File: src/rtl/motor_guard.sv
// motor_guard: per-channel H-bridge PWM gating with overcurrent trip, hold-off auto-retry and lockout.
// Define MOTOR_GUARD_DEADTIME_EN to add the direction-reversal dead-time interlock.
`timescale 1ns/1ps

module motor_guard #(
    parameter int CHANNELS        = 2,
    parameter int HOLDOFF_CYCLES  = 1000,
    parameter int CNT_W           = 16,
    parameter int MAX_RETRY       = 3,
    parameter int DEADTIME_CYCLES = 8
) (
    input  logic                CLK,
    input  logic                RST_N,
    input  logic [CHANNELS-1:0] PWM_IN,
    input  logic [CHANNELS-1:0] DIR,
    input  logic [CHANNELS-1:0] OVER,
    input  logic [CHANNELS-1:0] UNDER,
    input  logic                CLEAR,
    output logic [CHANNELS-1:0] Forward,
    output logic [CHANNELS-1:0] Backward,
    output logic [CHANNELS-1:0] Tripped,
    output logic [CHANNELS-1:0] Locked
);

    typedef enum logic [1:0] {
        ST_RUN     = 2'd0,
        ST_TRIP    = 2'd1,
        ST_HOLDOFF = 2'd2,
        ST_LOCKOUT = 2'd3
    } state_t;

    localparam logic [CNT_W-1:0] HOLD_LOAD   = CNT_W'(HOLDOFF_CYCLES - 1);
    localparam logic [CNT_W-1:0] CNT_ONE     = CNT_W'(1);
    localparam logic [2:0]       RETRY_LIMIT = 3'(MAX_RETRY);

    // Parameter sanity checks, evaluated at elaboration only.
    generate
        if (CHANNELS < 1 || CHANNELS > 8) begin : g_bad_channels
            $error("motor_guard: CHANNELS must be in 1..8");
        end
        if (HOLDOFF_CYCLES < 2) begin : g_bad_holdoff
            $error("motor_guard: HOLDOFF_CYCLES must be at least 2");
        end
        if (MAX_RETRY < 1 || MAX_RETRY > 7) begin : g_bad_retry
            $error("motor_guard: MAX_RETRY must be in 1..7");
        end
        if (DEADTIME_CYCLES < 1) begin : g_bad_deadtime
            $error("motor_guard: DEADTIME_CYCLES must be at least 1");
        end
        if ((64'd1 << CNT_W) <= 64'(HOLDOFF_CYCLES) ||
            (64'd1 << CNT_W) <= 64'(DEADTIME_CYCLES)) begin : g_bad_cnt_w
            $error("motor_guard: CNT_W too narrow for HOLDOFF_CYCLES or DEADTIME_CYCLES");
        end
    endgenerate

    genvar gi;
    generate
        for (gi = 0; gi < CHANNELS; gi++) begin : g_ch
            state_t           state_reg, state_next;
            logic [CNT_W-1:0] cnt_reg, cnt_next;
            logic [2:0]       rc_reg, rc_next, rc_eff;
            logic             en_reg, tripped_reg, locked_reg;
            logic             dir_eff, blank;
            logic             fwd_bit, bwd_bit;

            // State register; the status flags are registered from the next state
            // so Tripped/Locked/en are clean flop outputs aligned with the state.
            always_ff @(posedge CLK or negedge RST_N) begin
                if (!RST_N) begin
                    state_reg   <= ST_RUN;
                    cnt_reg     <= '0;
                    rc_reg      <= '0;
                    en_reg      <= 1'b1;
                    tripped_reg <= 1'b0;
                    locked_reg  <= 1'b0;
                end else begin
                    state_reg   <= state_next;
                    cnt_reg     <= cnt_next;
                    rc_reg      <= rc_next;
                    en_reg      <= (state_next == ST_RUN);
                    tripped_reg <= (state_next != ST_RUN);
                    locked_reg  <= (state_next == ST_LOCKOUT);
                end
            end

            // Next-state logic. OVER wins over every other condition in every state.
            always_comb begin
                state_next = state_reg;
                cnt_next   = cnt_reg;
                rc_next    = rc_reg;
                // An expired decay window means this trip starts a fresh count.
                rc_eff     = (cnt_reg == '0) ? 3'd0 : rc_reg;
                case (state_reg)
                    ST_RUN: begin
                        if (cnt_reg != '0) begin
                            cnt_next = cnt_reg - CNT_ONE;
                        end else begin
                            rc_next = 3'd0;
                        end
                        if (OVER[gi]) begin
                            rc_next = rc_eff + 3'd1;
                            if (rc_eff + 3'd1 < RETRY_LIMIT) begin
                                state_next = ST_TRIP;
                            end else begin
                                state_next = ST_LOCKOUT;
                            end
                        end
                    end
                    ST_TRIP: begin
                        if (!OVER[gi] && UNDER[gi]) begin
                            state_next = ST_HOLDOFF;
                            cnt_next   = HOLD_LOAD;
                        end
                    end
                    ST_HOLDOFF: begin
                        if (OVER[gi]) begin
                            state_next = ST_TRIP;
                        end else if (cnt_reg == '0) begin
                            if (UNDER[gi]) begin
                                state_next = ST_RUN;
                                cnt_next   = HOLD_LOAD;
                            end else begin
                                state_next = ST_TRIP;
                            end
                        end else begin
                            cnt_next = cnt_reg - CNT_ONE;
                        end
                    end
                    ST_LOCKOUT: begin
                        if (CLEAR && UNDER[gi] && !OVER[gi]) begin
                            state_next = ST_RUN;
                            rc_next    = 3'd0;
                            cnt_next   = HOLD_LOAD;
                        end
                    end
                    default: begin
                        state_next = ST_RUN;
                    end
                endcase
            end

`ifdef MOTOR_GUARD_DEADTIME_EN
            localparam logic [CNT_W-1:0] DT_LOAD = CNT_W'(DEADTIME_CYCLES - 1);

            logic             dir_eff_reg, dir_eff_next;
            logic             dir_tgt_reg, dir_tgt_next;
            logic             blank_reg, blank_next;
            logic [CNT_W-1:0] bcnt_reg, bcnt_next;

            always_ff @(posedge CLK or negedge RST_N) begin
                if (!RST_N) begin
                    dir_eff_reg <= 1'b0;
                    dir_tgt_reg <= 1'b0;
                    blank_reg   <= 1'b0;
                    bcnt_reg    <= '0;
                end else begin
                    dir_eff_reg <= dir_eff_next;
                    dir_tgt_reg <= dir_tgt_next;
                    blank_reg   <= blank_next;
                    bcnt_reg    <= bcnt_next;
                end
            end

            // Blanking runs toward dir_tgt; any further DIR change restarts the count.
            always_comb begin
                dir_eff_next = dir_eff_reg;
                dir_tgt_next = dir_tgt_reg;
                blank_next   = blank_reg;
                bcnt_next    = bcnt_reg;
                if (blank_reg) begin
                    if (DIR[gi] != dir_tgt_reg) begin
                        dir_tgt_next = DIR[gi];
                        bcnt_next    = DT_LOAD;
                    end else if (bcnt_reg == '0) begin
                        blank_next   = 1'b0;
                        dir_eff_next = dir_tgt_reg;
                    end else begin
                        bcnt_next = bcnt_reg - CNT_ONE;
                    end
                end else if (DIR[gi] != dir_eff_reg) begin
                    blank_next   = 1'b1;
                    dir_tgt_next = DIR[gi];
                    bcnt_next    = DT_LOAD;
                end
            end

            assign dir_eff = dir_eff_reg;
            assign blank   = blank_reg;
`else
            assign dir_eff = DIR[gi];
            assign blank   = 1'b0;
`endif

            // Output gating: PWM passes straight through, so edges see no latency.
            always_comb begin
                fwd_bit = PWM_IN[gi] & en_reg & ~blank & ~dir_eff;
                bwd_bit = PWM_IN[gi] & en_reg & ~blank &  dir_eff;
            end

            assign Forward[gi]  = fwd_bit;
            assign Backward[gi] = bwd_bit;
            assign Tripped[gi]  = tripped_reg;
            assign Locked[gi]   = locked_reg;
        end
    endgenerate

endmodule

File: config.mk
export PLATFORM = sky130hd
export DESIGN_NAME = motor_guard
export DESIGN_NICKNAME = d
export VERILOG_FILES = /design/src/rtl/motor_guard.sv
export SDC_FILE = /design/constraint.sdc
export NUM_CORES = 1
export LEC_CHECK = 0
export CAP_MARGIN = 20
export CELL_PAD_IN_SITES_DETAIL_PLACEMENT = 0
export CELL_PAD_IN_SITES_GLOBAL_PLACEMENT = 2
export CORE_MARGIN = 2
export CORE_UTILIZATION = 40
export CTS_CLUSTER_SIZE = 10
export DETAILED_ROUTE_END_ITERATION = 10
export DONT_BUFFER_PORTS = 1
export GPL_TIMING_DRIVEN = 0
export PLACE_DENSITY_LB_ADDON = 0.1
export SYNTH_ARGS = -nofsm -noshare
export SYNTH_HDL_FRONTEND = slang
export SYNTH_SLANG_ARGS = --single-unit
File: constraint.sdc
create_clock -name CLK -period 3.8 [get_ports CLK]
set_input_delay 0.38 -clock CLK [delete_from_list [all_inputs] [get_ports CLK]]
set_output_delay 0.38 -clock CLK [all_outputs]
set_load 0.1 [all_outputs]
# Yosys cells after proc, flatten, opt, wreduce, memory -nomap -nowiden
# Index checks and enable logic that the tools add are counted.
# word_totals
ram_bits	0
wordCells	110
latch_bits	0
ff_bits	48
mem_bits_ro	0
in_bits	11
n_memories	0
# op_classes
addsub	4
order_cmp	2
n_mux	40
shift	0
multipliers	0
reduce_logical	24
n_bitwise	8
eq_ne	20
div_mod_pow	0
# ops
operator	n
$mux 16	12
$pmux 16 s4	2
$logic_not 16->1	2
$reduce_bool 16->1	2
$sub 16x1->16 const B	2
$mux 2	12
$mux 3	8
$ne 2x2->1 const B	8
$pmux 2 s4	2
$eq 2x2->1 const B	6
$ne 3x3->1 const B	4
$pmux 3 s2	2
$reduce_and 5->1	2
$logic_not 2->1	4
$reduce_bool 2->1	4
$add 3x1->3 const B	2
$and 1x1->1	6
$logic_and 1x1->1	6
$lt 3x2->1 const B	2
$reduce_and 3->1	2
$eq 2x1->1 const B	2
$logic_not 1->1	2
$mux 1	2
$not 1->1	2

# Depth between registers and ports, before layout
# logic_depth
depth_word	8
mapped_depth	14

# Worst setup path after synthesis
# Ideal clock, no wire load.
# synth_path
path_kind	flip-flop to flip-flop
startpoint	register g_ch[1].cnt_reg[3]
endpoint	register g_ch[1].tripped_reg
period_less_slack_ns	2.752
arrival_time_ns	2.628
path_buffers	2
setup_slack_ns	1.048
setup_ns	0.124
stages_incl_launch_ff	13
required_time_ns	3.676
cell_sequence	dfrtp_1 > or3_1 > buf_2 > nor4_2 > buf_6 > nand2_2 > and2_1 > ha_1 > nor2b_1 > o211ai_1 > a31o_2 > o211ai_2 > or2_1
# synth_between
elab_chain_cells	8
# synth_rtl
item	line_no	source
from (decl)	60	logic [CNT_W-1:0] cnt_reg, cnt_next;
from (signal assigned)	78	cnt_reg <= cnt_next;
$logic_not 16->1 *	92, 118	
$mux 3	92	rc_eff = (cnt_reg == '0) ? 3'd0 : rc_reg;
$add 3x1->3	102	if (rc_eff + 3'd1 < RETRY_LIMIT) begin
$lt 3x2->1	102	
$mux 2	102	
$mux 2	100	if (OVER[gi]) begin
$pmux 2 s4 *	93	case (state_reg)
named net g_ch[1].state_next[1]	59	state_t state_reg, state_next;
$reduce_bool 2->1 *	81	tripped_reg <= (state_next != ST_RUN);
to (signal assigned)	81	
to (decl)	62	logic en_reg, tripped_reg, locked_reg;
# The timed path passes the listed nets; every way through them passes the cells marked *.
# A chain may end at the register's enable or synchronous reset.

# Worst setup path in the final report
# layout_path
startpoint	register g_ch[1].cnt_reg[4]
endpoint	register g_ch[1].tripped_reg
# Same word-level chain as after synthesis.

==> results.md <==
- Inserted Clock Buffers: 5
- Register Area: 1204 um^2
- Instance count of the mapped netlist: 321
- Max frequency: 327.5 MHz
- Final Hold Violating Endpoints: 0
- Die area: 8060 um^2
- Largest register FFs: 32
- Worst Hold Slack: 212.0 ps
- TritonCTS clock tree: yes
- Post-Synthesis Net Count: 337
- Die Wd: 89.78 um
- Core Util, Final: 44.69%
- Wire length reported by the detailed router: 6.626 mm
- Finished Layout Cells: 431
- Number of cells on the worst reg-to-reg path: 12
- Cell Area, Placed: 3072 um^2
- Sequential share of power: 42.5%
- Slack of the worst reg-to-reg path: 750 ps
- Endpoint required time on the critical path: 4000 ps
- Proportion of power drawn by combinational gates: 37.7%
- Vias in the first global route: 2,353
- Clk Latency, worst-skew pair: 310 ps
- H-tree depth: 2
- NetSw: 712.7 uW
- Total iterations of the first detailed-routing run: 4
- Global-route wire length before repair: 11.67 mm
- Peak fanout along the critical path: 10
- Clk pwr share: 19.8%
- Number of flip-flops and latches in the synthesized netlist: 48
- Final standard cell area without fillers: 3207 um^2
- DRC violation count after routing: 0
- Final critical delay including setup and external delays: 3054 ps
- Number of warnings printed during yosys synthesis: 0
- Leading register cell type out of synthesis: sky130_fd_sc_hd__dfrtp_1
- Final setup slack of the worst path: 746.2 ps
- Number of cell rows: 31
- RSZ-0062 raised after global routing: false
- Number of cells on the worst hold path: 1
- Number of antenna cells inserted: 0
- Measured slew at the worst slew-check pin: 693.2 ps
- Static Leakage: 1.364 nW
- Placer's final routability congestion estimate: 0.7645
- Pwr/cell area: 528.3 nW/um^2
- Unique cell type count in the Yosys netlist: 74
- Post-synth ARST share: 100.0%
- Mean routed wirelength per cell: 15.37 um
- Dominant cell type by area after synthesis: sky130_fd_sc_hd__dfrtp_1
- End of the worst register-to-register path: g_ch[1].tripped_reg$_DFF_PN0_
- Critical path capture point type: register
- Number of buffers inserted by port buffering: 0
- Root Driver: sky130_fd_sc_hd__clkbuf_8
- Kind of start point of the critical path: register
- Fraction of layout cells with a size suffix above 1: 14.76%
- Detailed router's first-iteration violation count: 91
- Reg-to-reg startpoint: g_ch[1].cnt_reg[4]$_DFFE_PN0P_
- Clock sink count: 48
- Number of buffers on the longest clock path: 2
- Slew HR: 53.36%
- Overall power after layout: 1.694 mW
- Most numerous cell types in the synthesized netlist: sky130_fd_sc_hd__dfrtp_1 (46), sky130_fd_sc_hd__nor3_1 (32), sky130_fd_sc_hd__nand2_1 (21), sky130_fd_sc_hd__nor2_1 (21), sky130_fd_sc_hd__inv_1 (20)
- Total instance count after detailed placement: 421
- Run status: complete, no violations
- Average cell area after synthesis: 9.168 um^2
- Die span in y: 89.78 um
- Setup TNS: 0 ps
- Remaining antenna violation count after routing: 0
- Final-report max-slew violation count: 0
- Net total in the final layout: 347
- Combined area of the multi-input logic cells: 1525 um^2
- Max Clock Skew: 11.94 ps
- Netlist area before placement: 2943 um^2
- Largest cells by area after synthesis: sky130_fd_sc_hd__dfrtp_1 (39%), sky130_fd_sc_hd__nor3_1 (5.4%), sky130_fd_sc_hd__and3_1 (2.8%)
- Fraction of power spent switching nets: 42.07%
- Min-delay worst type: primary input to register
- IO Pins: 19
- Library cell with the highest instance count after synthesis: sky130_fd_sc_hd__dfrtp_1
- Core region area: 7176 um^2
- Global route overflow: 0
- Number of flops mapped to enable cells by yosys: 0
- Starting density of the core: 41.01%
- Arrival time reported for the critical path endpoint: 3250 ps
- Cell internal power dissipation: 981.5 uW
- Top-area cell type share of the netlist area: 39.12%
- Number of antenna violations at the first check in global routing: 0
- Gates resized, CTS repair: 0
- Part of the Yosys area used for sequential elements: 40.90%
- Final cycle utilization of the critical path: 80.36%
- Synth-to-Final Area Change: 8.971%
- Count of fill cells added during filler insertion: 703
- Detailed placer's ending HPWL: 4.688 mm
- Count of endpoints failing setup in the final report: 0
- Via total after detailed routing: 2,488
- Worst vdd ir: 0.1682 mV
- Origin of the worst min-delay path: UNDER[1]
- Worst hold path endpoint: g_ch[1].state_reg[0]$_DFF_PN0_
- Via-to-Cell Ratio: 5.773
- Worst slack at placement: 768.9 ps
- Overall Global Routing Usage: 17.25%
- Worst-path clk slew: 100 ps
- Max-cap violation count: 0
- Largest net degree at the start of global routing: 49
- Type of the worst setup path: register to register
worst max-delay path, stage by stage, from the launching register on:
cell and delay [ps]:
sky130_fd_sc_hd__dfrtp_1 410, sky130_fd_sc_hd__or3_1 360, sky130_fd_sc_hd__buf_2 160, sky130_fd_sc_hd__nor4_2 380, sky130_fd_sc_hd__buf_6 200, sky130_fd_sc_hd__nand2_2 100, sky130_fd_sc_hd__and2_1 180, sky130_fd_sc_hd__ha_1 320
sky130_fd_sc_hd__nor2b_1 140, sky130_fd_sc_hd__o211ai_1 170, sky130_fd_sc_hd__a31o_2 190, sky130_fd_sc_hd__o211ai_2 100, sky130_fd_sc_hd__or2_1 230
kinds of logic after synthesis:
| kind of cell | after synthesis | synth area share [%] |
|---|---|---|
| AOI/OAI and AO/OA | 78 | 20.92 |
| adders and majority gates | 5 | 2.126 |
| buffers and inverters | 43 | 7.270 |
| DFF | 48 | 40.90 |
| muxes | 3 | 1.105 |
| and+or+nand+nor | 144 | 27.68 |
routing by layer:
layer  GRT usage (%)  wire length [um]
met5               0                 0
met2           29.04              3262
met3           2.766               159
met1           23.34              3126
met4           4.359                77
worst max-delay path by stage:
stage / startpoint / endpoint / cells past startpoint
finish: g_ch[1].cnt_reg[4]$_DFFE_PN0P_ / g_ch[1].tripped_reg$_DFF_PN0_ / 12
global route: g_ch[1].cnt_reg[8]$_DFFE_PN0P_ / g_ch[1].tripped_reg$_DFF_PN0_ / 10
CTS: g_ch[1].cnt_reg[4]$_DFFE_PN0P_ / g_ch[1].tripped_reg$_DFF_PN0_ / 12
detailed placement: g_ch[1].cnt_reg[3]$_DFFE_PN0P_ / g_ch[1].tripped_reg$_DFF_PN0_ / 12
global placement: g_ch[1].cnt_reg[3]$_DFFE_PN0P_ / g_ch[1].tripped_reg$_DFF_PN0_ / 12
floorplan: g_ch[1].cnt_reg[3]$_DFFE_PN0P_ / g_ch[1].tripped_reg$_DFF_PN0_ / 12
final cells by class:
class / instances / share of cell area (%)
flip-flops and latches: 48 / 37.53
plain buffers: 23 / 4.331
well taps: 99 / 3.863
clock buffers: 6 / 2.575
repair buffers: 3 / 1.327
clock inverters: 2 / 0.4682
inverters: 20 / 2.341
multi-input cells: 230 / 47.56
power groups by stage:
stage               sequential [mW]  clock, mW  combinational, mW
floorplan                     0.702          0              0.529
global placement              0.725          0              0.627
detailed placement            0.729          0              0.627
CTS                           0.719      0.349              0.644
global route                  0.739      0.373              0.710
finish                        0.719      0.336              0.639
cell usage in the layout, fill, tap and decap left out, types with 3 or more instances in the layout:
master	count
sky130_fd_sc_hd__and3_1	13
sky130_fd_sc_hd__nor3_1	32
sky130_fd_sc_hd__a31oi_1	5
sky130_fd_sc_hd__a22o_1	5
sky130_fd_sc_hd__dfrtp_1	46
sky130_fd_sc_hd__o211ai_1	3
sky130_fd_sc_hd__a211o_1	6
sky130_fd_sc_hd__clkbuf_1	7
sky130_fd_sc_hd__nor4b_1	3
sky130_fd_sc_hd__clkbuf_8	6
sky130_fd_sc_hd__nor4_2	3
sky130_fd_sc_hd__nor2b_1	4
sky130_fd_sc_hd__a21oi_1	12
sky130_fd_sc_hd__nor4_1	4
sky130_fd_sc_hd__o21ai_0	4
sky130_fd_sc_hd__o41ai_1	3
sky130_fd_sc_hd__buf_2	6
sky130_fd_sc_hd__o22ai_1	7
sky130_fd_sc_hd__and2_1	5
sky130_fd_sc_hd__or3_1	5
sky130_fd_sc_hd__inv_1	20
sky130_fd_sc_hd__ha_1	5
sky130_fd_sc_hd__nand2_1	21
sky130_fd_sc_hd__nand3_1	12
sky130_fd_sc_hd__buf_4	8
sky130_fd_sc_hd__nor2_1	21
what timing repair did:
item                                    4_1_cts  5_1_grt
endpoints found under the setup margin        0        0
hold buffers                                  2        0
buffers inserted                              0        0
hold endpoints to repair                     48        0
No activity file was read; power rests on OpenSTA's default activity.
